==> config.mk <==
export PLATFORM = sky130hd
export DESIGN_NAME = mmio_target
export DESIGN_NICKNAME = d
export VERILOG_FILES = /design/src/rtl/mmio_target.sv
export SDC_FILE = /design/constraint.sdc
export NUM_CORES = 1
export LEC_CHECK = 0
export CAP_MARGIN = 20
export CORE_MARGIN = 2
export CORE_UTILIZATION = 50
export DETAILED_ROUTE_END_ITERATION = 8
export GPL_TIMING_DRIVEN = 0
export HOLD_SLACK_MARGIN = 0.02
export MAX_ROUTING_LAYER = met4
export PLACE_DENSITY = 0.81
export RECOVER_POWER = 50
export SYNTH_ARGS = -nofsm -noshare
export SYNTH_HDL_FRONTEND = slang
export SYNTH_SLANG_ARGS = --single-unit
==> constraint.sdc <==
create_clock -name clk -period 2.85 [get_ports clk]
set_input_delay 0.285 -clock clk [delete_from_list [all_inputs] [get_ports clk]]
set_output_delay 0.285 -clock clk [all_outputs]
set_load 0.03 [all_outputs]
==> src/rtl/mmio_target.sv <==
// MMIO responder on the dmem bus: LED, console TX FIFO, exit flag and
// a free-running 64-bit cycle counter in a 256-byte window.
module mmio_target #(
    parameter logic [31:0] BASE_ADDR  = 32'h600d6000,
    parameter int          FIFO_DEPTH = 8
) (
    input  logic        clk,
    input  logic        reset_n,
    input  logic [31:0] addr,
    input  logic [31:0] data_i,
    input  logic        data_en,
    input  logic        write_en,
    output logic [31:0] data_o,
    output logic        hit,
    output logic [3:0]  led,
    output logic [7:0]  tx_data,
    output logic        tx_valid,
    input  logic        tx_ready,
    output logic        done,
    output logic [31:0] exit_code
);

    localparam int PW = $clog2(FIFO_DEPTH);
    localparam int CW = PW + 1;

    localparam logic [5:0] OFF_LED    = 6'h00;
    localparam logic [5:0] OFF_TXDATA = 6'h01;
    localparam logic [5:0] OFF_STATUS = 6'h02;
    localparam logic [5:0] OFF_EXIT   = 6'h03;
    localparam logic [5:0] OFF_CYCLO  = 6'h04;
    localparam logic [5:0] OFF_CYCHI  = 6'h05;

    logic [31:0] data_o_q;
    logic        hit_q;
    logic [3:0]  led_q;
    logic        done_q;
    logic [31:0] exit_code_q;
    logic [63:0] cycle_q;
    logic [31:0] hi_shadow_q;
    logic        ovf_q, ovf_d;
    logic [7:0]  mem_q [FIFO_DEPTH];
    logic [PW-1:0] wptr_q, wptr_d;
    logic [PW-1:0] rptr_q, rptr_d;
    logic [CW-1:0] count_q, count_d;
    logic [7:0]  head_q, head_d;
    logic        tx_valid_q;

    logic        sel, wr, rd;
    logic [5:0]  offset;
    logic        push_req, push_ok, pop, full, empty, ovf_set;
    logic [31:0] rdata;
    logic        unused_ok;

    assign offset    = addr[7:2];
    assign sel       = data_en && (addr[31:8] == BASE_ADDR[31:8]);
    assign wr        = sel && write_en;
    assign rd        = sel && !write_en;
    assign unused_ok = ^addr[1:0];

    assign full     = (count_q == CW'(FIFO_DEPTH));
    assign empty    = (count_q == '0);
    assign push_req = wr && (offset == OFF_TXDATA);
    assign pop      = tx_valid_q && tx_ready;
    // A pop in the same cycle frees the slot, so a push into a full FIFO is kept.
    assign push_ok  = push_req && (!full || pop);
    assign ovf_set  = push_req && full && !pop;

    always_comb begin
        wptr_d  = wptr_q;
        rptr_d  = rptr_q;
        count_d = count_q;
        if (push_ok) wptr_d = wptr_q + 1'b1;
        if (pop) rptr_d = rptr_q + 1'b1;
        count_d = count_q + CW'(push_ok) - CW'(pop);
    end

    // Next head: a byte written this cycle may become the head immediately.
    always_comb begin
        head_d = 8'h00;
        if (count_d != '0) begin
            if (push_ok && (wptr_q == rptr_d)) head_d = data_i[7:0];
            else head_d = mem_q[rptr_d];
        end
    end

    always_comb begin
        ovf_d = ovf_q;
        if (rd && (offset == OFF_STATUS)) ovf_d = 1'b0;
        if (ovf_set) ovf_d = 1'b1;
    end

    always_comb begin
        rdata = 32'h0;
        if (rd) begin
            case (offset)
                OFF_LED:    rdata = {28'h0, led_q};
                OFF_STATUS: rdata = {16'h0, 8'(count_q), 5'h0, ovf_q, full, empty};
                OFF_EXIT:   rdata = exit_code_q;
                OFF_CYCLO:  rdata = cycle_q[31:0];
                OFF_CYCHI:  rdata = hi_shadow_q;
                default:    rdata = 32'h0;
            endcase
        end
    end

    always_ff @(posedge clk) begin
        if (push_ok) mem_q[wptr_q] <= data_i[7:0];
    end

    always_ff @(posedge clk or negedge reset_n) begin
        if (!reset_n) begin
            data_o_q    <= 32'h0;
            hit_q       <= 1'b0;
            led_q       <= 4'h0;
            done_q      <= 1'b0;
            exit_code_q <= 32'h0;
            cycle_q     <= 64'h0;
            hi_shadow_q <= 32'h0;
            ovf_q       <= 1'b0;
            wptr_q      <= '0;
            rptr_q      <= '0;
            count_q     <= '0;
            head_q      <= 8'h00;
            tx_valid_q  <= 1'b0;
        end else begin
            data_o_q   <= rdata;
            hit_q      <= sel;
            cycle_q    <= cycle_q + 64'h1;
            ovf_q      <= ovf_d;
            wptr_q     <= wptr_d;
            rptr_q     <= rptr_d;
            count_q    <= count_d;
            head_q     <= head_d;
            tx_valid_q <= (count_d != '0);
            if (wr && (offset == OFF_LED)) led_q <= data_i[3:0];
            if (wr && (offset == OFF_EXIT) && !done_q) begin
                done_q      <= 1'b1;
                exit_code_q <= data_i;
            end
            if (rd && (offset == OFF_CYCLO)) hi_shadow_q <= cycle_q[63:32];
        end
    end

    assign data_o    = data_o_q;
    assign hit       = hit_q;
    assign led       = led_q;
    assign tx_data   = head_q;
    assign tx_valid  = tx_valid_q;
    assign done      = done_q;
    assign exit_code = exit_code_q;

endmodule

==> results of run 1 <==
final cells by class:
cell class                      instances  area (um2)
Fill cell                            1580        7760
Timing Repair Buffer                  164        1600
Multi-Input combinational cell        499        4220
Tap cell                              280         350
Clock inverter                         14         165
Sequential cell                       250        6580
Clock buffer                           34         732
Buffer                                 40         243
Inverter                               13        48.8
logic make-up after synthesis:
family / after synthesis
AOI/OAI and AO/OA: 70
xor gates and xnor gates: 71
adders and majority gates: 9
buffers and inverters: 54
DFF: 250
muxes: 118
and+or+nand+nor: 231
cell usage after synthesis (all sizes together), types with 12 or more instances:
cell type | number | area share
mux2 | 102 | 0.11
nand2 | 42 | 0.015
dfrtp | 186 | 0.42
clkbuf | 25 | 0.0086
nand3 | 34 | 0.016
a21oi | 12 | 0.0055
xor2 | 25 | 0.020
and3 | 25 | 0.014
buf | 16 | 0.014
nand4 | 13 | 0.0074
and2 | 12 | 0.0071
xnor2 | 46 | 0.038
o21ai | 13 | 0.0059
inv | 13 | 0.0044
mux4 | 15 | 0.031
nor2 | 50 | 0.017
a22oi | 34 | 0.023
edfxtp | 64 | 0.17
how the worst min path moves through the flow:
stage                           start       endpoint
after global routing       data_i[12]  exit_code[12]
final                      data_i[20]  exit_code[20]
after global placement    cycle_q[63]    cycle_q[63]
after floorplan               reset_n     count_q[0]
after detailed placement      reset_n     data_o[11]
after CTS                     reset_n      rptr_q[1]
routing by layer:
layer / share of wire / global-route usage
met1: 0.41 / 0.288
met2: 0.51 / 0.387
met3: 0.063 / 0.0421
met4: 0.017 / 0.0498
met5: 0 / -
per-stage QoR:
step / hold WS (ps) / cell area (um2)
after floorplan: -10.6 / 11000
after global routing: 374 / 13900
after global placement: 456 / 12800
after detailed placement: 266 / 12900
final: 373 / 13900
after CTS: 313 / 13900
worst max-delay path, cell delays in order (launching register included):
cell and delay (ps):
dfrtp_1 420, ha_4 170, nor3b_4 160, a2111oi_4 280, buf_4 190, nand3_4 90, o21ai_2 190, ha_2 210
inv_2 40, fa_1 490, inv_2 40, or4_4 530, buf_8 160, a21boi_1 120
flip-flops by register name, summed over array words and instances (netlist names):
name         cells
count_q          4
cycle_q         64
data_o          32
done             1
exit_code       32
hi_shadow_q     32
hit              1
led              4
mem_q           64
ovf_q            1
rptr_q           3
tx_data          8
tx_valid         1
wptr_q           3
cell usage in the layout (no fill, tap or decap), types with 27 or more instances in the layout:
| master | synthesis | layout |
|---|---|---|
| dfrtp_1 | 186 | 185 |
| nand2_1 | 41 | 40 |
| clkbuf_16 | 0 | 27 |
| clkdlybuf4s50_1 | 0 | 121 |
| mux2_2 | 69 | 69 |
| nand3_1 | 33 | 33 |
| nor2_1 | 50 | 50 |
| clkbuf_1 | 24 | 28 |
| edfxtp_1 | 64 | 64 |
| xnor2_1 | 45 | 45 |
| a22oi_1 | 34 | 34 |
| mux2_4 | 29 | 29 |
repair_timing:
item | 4_1_cts | 5_1_grt
hold buffers | 1 | 0
gates resized for setup | 22 | 5
pin swaps | 7 | 5
gates cloned | 1 | 0
setup endpoints to repair | 25 | 9
buffers inserted | 11 | 1
endpoints found under the hold margin | 60 | 0
power by group:
group | switching [uW] | internal, uW
Combinational | 1020 | 997
Clock | 1380 | 2090
Sequential | 80.3 | 3800
Total | 2490 | 6890
==> impl_metrics.sql, run 1 <==
INSERT INTO impl_metrics (metric_group, metric, value, unit) VALUES
('power_and_ir_drop', 'leakage', '0.00596', 'uW'),
('outcome', 'violations', 'capacitance limit, slew limit, setup timing', ''),
('placed_design', 'io_buffers', '145', ''),
('sta', 'final.setup_skew', '10.8', 'ps'),
('sta', 'period_minus_slack', '3210', 'ps'),
('synth', 'synth_compound_gate_area_share', '0.0444', ''),
('clocking', 'clk_root_buffer_cell', 'clkbuf_16', ''),
('sta', 'timing.setup.tns', '-3010', 'ps'),
('sta', 'grt_setup_unrepaired', 'true', ''),
('clocking', 'htree_num_levels', '1', ''),
('synth', 'average_cell_area_after_synthesis', '13.7', 'um2'),
('drt', 'wl_per_cell', '19.8', 'um'),
('synth', 'postSynthRegisterBits', '250', ''),
('clocking', 'tritoncts', 'yes', ''),
('drt', 'ant_nets', '0', ''),
('clocking', 'clock_latency', '520', 'ps'),
('sta', 'final_hold_vio_count', '0', ''),
('setup_path', 'worstReg2RegEnd', 'tx_data[6]', ''),
('floorplan', 'boundaryPins', '148', ''),
('synth', 'synthXorXnorAreaFrac', '0.0583', ''),
('cells_and_area', 'nets', '1072', ''),
('setup_path', 'regToRegStartpoint', 'count_q[3]', ''),
('setup_path', 'end_kind', 'register', ''),
('global_routing', 'antenna_violations_before_repair', '0', ''),
('synth', 'post_synth_and_or_nand_nor_area_fraction', '0.115', ''),
('sta', 'slew_headroom', '-0.0193', ''),
('setup_path', 'path_max_fanout', '4', ''),
('synth', 'syn_nets', '881', ''),
('drt', 'via_count', '7200', ''),
('synth', 'netlist-cell-type-count', '64', ''),
('floorplan', 'die_w', '152', 'um'),
('synth', 'synth_adder_area_share', '0.0109', ''),
('cells_and_area', 'area_delta_synth_final', '26.7', '%'),
('global_routing', 'grtUsageTotal', '0.228', ''),
('clocking', 'cts.path.max_buffers', '3', ''),
('clocking', 'clkSinkCount', '250', ''),
('global_routing', 'grt_pass1_vias', '7560', ''),
('synth', 'ys_warn_count', '0', ''),
('floorplan', 'die_area', '23200', 'um2'),
('outcome', 'run_status', 'finished, violations left', ''),
('synth', 'synth.yosys.seq_area_share', '0.598', ''),
('placed_design', 'place_inst', '1233', ''),
('drt', 'first_iter_violations', '521', ''),
('worst_hold_path', 'hold_class', 'input port to register', ''),
('placed_design', 'placement.setup.worst_slack', '-1350', 'ps'),
('setup_path', 'crit_path_dat', '3620', 'ps'),
('setup_path', 'critPathLaunchType', 'register', ''),
('drt', 'detail_route.first_pass.iterations', '5', ''),
('setup_path', 'critPathRequiredTime', '3260', 'ps'),
('synth', 'synthesis.instances', '803', ''),
('setup_path', 'worst-setup-path-type', 'register to register', ''),
('synth', 'dominantRegCellSynth', 'dfrtp_1', ''),
('job', 'cap_viol_max_count', '1', ''),
('setup_path', 'cp-startpoint', 'count_q[3]', ''),
('cells_and_area', 'layoutNonFillerInstCount', '1294', ''),
('drt', 'detail_route.drc_violations', '0', ''),
('sta', 'final_min_period_over_clock_period', '1.13', ''),
('sta', 'final_report_max_slew_violation_count', '62', ''),
('global_routing', 'first_pass_grt_wire_length', '41300', 'um'),
('sta', 'timing.final.setup_violations', '9', ''),
('sta', 'actual_slew_at_the_worst_max_slew_pin', '1530', 'ps'),
('global_routing', 'grt_start_max_net_pins', '127', ''),
('sta', 'postLayoutSetupSlackWorst', '-358', 'ps'),
('synth', 'main_combinational_cell_family_by_area_after_synthesis', 'multiplexers', ''),
('setup_path', 'r2r_slack', '-360', 'ps'),
('power_and_ir_drop', 'powerDensity', '673', 'nW/um2'),
('clocking', 'clkTransAtPathRegs', '60', 'ps'),
('sta', 'max_clk_rate', '312', 'MHz'),
('power_and_ir_drop', 'worst_ir_drop_vdd', '0.468', 'mV'),
('floorplan', 'coreArea', '21700', 'um2'),
('placed_design', 'dpl.hpwl', '17700', 'um');
Power figures use the tool's default switching activity.
==> inputs of run 2 (changes only) <==
--- a/config.mk
+++ b/config.mk
@@ -9,11 +9,11 @@
 export CORE_MARGIN = 2
 export CORE_UTILIZATION = 50
 export DETAILED_ROUTE_END_ITERATION = 8
-export GPL_TIMING_DRIVEN = 0
 export HOLD_SLACK_MARGIN = 0.02
 export MAX_ROUTING_LAYER = met4
 export PLACE_DENSITY = 0.81
 export RECOVER_POWER = 50
+export SLEW_MARGIN = 20
 export SYNTH_ARGS = -nofsm -noshare
 export SYNTH_HDL_FRONTEND = slang
 export SYNTH_SLANG_ARGS = --single-unit
==> constraint.sdc (replaced) <==
create_clock -name clk -period 2.85 [get_ports clk]
set_input_delay 0.285 -clock clk [delete_from_list [all_inputs] [get_ports clk]]
set_output_delay 0.285 -clock clk [all_outputs]
set_load 0.005 [all_outputs]
==> impl_metrics.sql, run 2 (synthesized netlist as in run 1, its figures left out) <==
INSERT INTO impl_metrics (metric_group, metric, value, unit) VALUES
('power_and_ir_drop', 'leakage', '0.00600', 'uW'),
('setup_path', 'end_kind', 'register', ''),
('sta', 'final_hold_vio_count', '0', ''),
('sta', 'max_clk_rate', '325', 'MHz'),
('floorplan', 'die_area', '23200', 'um2'),
('global_routing', 'first_pass_grt_wire_length', '40800', 'um'),
('sta', 'timing.final.setup_violations', '9', ''),
('cells_and_area', 'commonest_cells_after_routing_fill_and_taps_aside', 'dfrtp_1 (186), clkdlybuf4s50_1 (115), mux2_2 (69)', ''),
('setup_path', 'critPathRequiredTime', '3250', 'ps'),
('clocking', 'clk_root_buffer_cell', 'clkbuf_16', ''),
('clocking', 'cts.path.max_buffers', '3', ''),
('clocking', 'htree_num_levels', '1', ''),
('floorplan', 'boundaryPins', '148', ''),
('worst_hold_path', 'hold_class', 'input port to register', ''),
('drt', 'first_iter_violations', '497', ''),
('global_routing', 'grt_pass1_vias', '7657', ''),
('global_routing', 'antenna_violations_before_repair', '0', ''),
('sta', 'slew_headroom', '-0.341', ''),
('outcome', 'run_status', 'finished, violations left', ''),
('floorplan', 'coreArea', '21700', 'um2'),
('sta', 'postLayoutSetupSlackWorst', '-230', 'ps'),
('placed_design', 'placed_area', '13000', 'um2'),
('job', 'cap_viol_max_count', '1', ''),
('drt', 'detail_route.drc_violations', '0', ''),
('setup_path', 'worst-setup-path-type', 'register to register', ''),
('cells_and_area', 'num_antenna_cells', '0', ''),
('floorplan', 'rows', '54', ''),
('cells_and_area', 'mostFrequentLayoutCell', 'dfrtp_1', ''),
('placed_design', 'placement.setup.worst_slack', '-788', 'ps'),
('global_routing', 'grt-ovfl-total', '0', ''),
('sta', 'grt_setup_unrepaired', 'true', ''),
('clocking', 'clkTransAtPathRegs', '60', 'ps'),
('floorplan', 'die_w', '152', 'um'),
('setup_path', 'crit_path_dat', '3480', 'ps'),
('global_routing', 'grt_start_max_net_pins', '80', ''),
('drt', 'detail_route.vias_per_cell', '5.66', ''),
('floorplan', 'chipHeight', '152', 'um'),
('global_routing', 'grtUsageTotal', '0.223', ''),
('cells_and_area', 'nets', '1071', ''),
('setup_path', 'path_max_fanout', '5', ''),
('sta', 'final.setup_skew', '8.03', 'ps'),
('clocking', 'tritoncts', 'yes', ''),
('cells_and_area', 'area_delta_synth_final', '26.4', '%'),
('clocking', 'cts_inserted_buffers', '26', ''),
('drt', 'ant_nets', '0', ''),
('cells_and_area', 'layout_top_registers', 'cycle_q (64), mem_q (64)', ''),
('sta', 'actual_slew_at_the_worst_max_slew_pin', '2010', 'ps'),
('sta', 'final_min_period_over_clock_period', '1.08', ''),
('cells_and_area', 'postLayoutCellArea', '13900', 'um2'),
('power_and_ir_drop', 'powerDensity', '649', 'nW/um2'),
('drt', 'via_count', '7312', ''),
('drt', 'detail_route.first_pass.iterations', '5', ''),
('clocking', 'clock_latency', '510', 'ps'),
('placed_design', 'last_weighted_congestion_value_of_the_routability_driven_placer', '0.837', ''),
('setup_path', 'critPathLaunchType', 'register', ''),
('clocking', 'clkSinkCount', '250', ''),
('power_and_ir_drop', 'worst_ir_drop_vdd', '0.433', 'mV'),
('sta', 'final_report_max_slew_violation_count', '80', ''),
('placed_design', 'dpl.hpwl', '16600', 'um'),
('drt', 'wl_per_cell', '19.3', 'um'),
('cells_and_area', 'final_layout_size_suffix_gt1_frac', '0.233', ''),
('sta', 'period_minus_slack', '3080', 'ps'),
('placed_design', 'io_buffers', '145', ''),
('floorplan', 'start_util', '0.507', ''),
('outcome', 'violations', 'capacitance limit, slew limit, setup timing', ''),
('drt', 'routed_wirelength', '25000', 'um');
-- run 2: power by group --
group	leakage (uW)	internal [uW]	switching [uW]
clock	0.000379	1810	1310
sequential	0.00312	3800	101
combinational	0.00249	1040	959
total	0.00600	6650	2370
-- run 2: per-stage QoR --
| step | instances | setup TNS, ps | power, uW | hold WS, ps | util |
|---|---|---|---|---|---|
| after CTS | 1285 | -1040 | 9020 | 366 | 0.639 |
| final | 1291 | -1650 | 9010 | 382 | 0.641 |
| after global routing | 1291 | -10630 | 9390 | 377 | 0.641 |
| after floorplan | 803 | -2050 | 5070 | -10.6 | - |
| after global placement | 1233 | -6950 | 5640 | 350 | 0.598 |
| after detailed placement | 1233 | -8710 | 5690 | 364 | 0.598 |
-- run 2: worst max-delay path, stage by stage (launching register included) --
cell       delay [ps]
dfrtp_1           410
ha_4              170
nor3b_4           160
a2111oi_4         400
nand3_2           140
o21ai_2           130
ha_2              200
inv_2              40
fa_1              490
inv_2              60
or4_4             590
o21ai_2           110
nor2_1             80
-- run 2: timing repair --
| item | 4_1_cts | 5_1_grt |
|---|---|---|
| hold endpoints to repair | 76 | 0 |
| endpoints found under the setup margin | 9 | 9 |
| pin swaps | 7 | 4 |
| gates resized for setup | 16 | 6 |
| hold buffers | 1 | 0 |
| gates cloned | 1 | 0 |
| buffers inserted | 4 | 6 |
-- run 2: final timing paths --
kind                            cells after the start  slack [ps]        start            end
worst min-delay path                                2         380   data_i[28]  exit_code[28]
worst max-delay path                               12        -230   count_q[3]     tx_data[2]
max in group asynchronous                           3         340      reset_n    cycle_q[61]
worst min register to register                      1         470  cycle_q[63]    cycle_q[63]
worst max register to register                     12        -230   count_q[3]     tx_data[2]
min in group asynchronous                           2         880      reset_n           done
-- run 2: layer usage --
| layer | routed length, um | GRT usage | up-vias |
|---|---|---|---|
| li1 | - | - | 3283 |
| met1 | 10400 | 0.292 | 3716 |
| met2 | 12500 | 0.369 | 271 |
| met3 | 1510 | 0.0375 | 42 |
| met4 | 531 | 0.0521 | 0 |
| met5 | 0 | - | - |
-- run 2: layout make-up --
type / instances / area (um2)
Sequential cell: 250 / 6580
Clock buffer: 39 / 751
Multi-Input combinational cell: 500 / 4210
Inverter: 13 / 48.8
Timing Repair Buffer: 202 / 1930
Clock inverter: 7 / 36.3
Tap cell: 280 / 350
Fill cell: 1558 / 7790
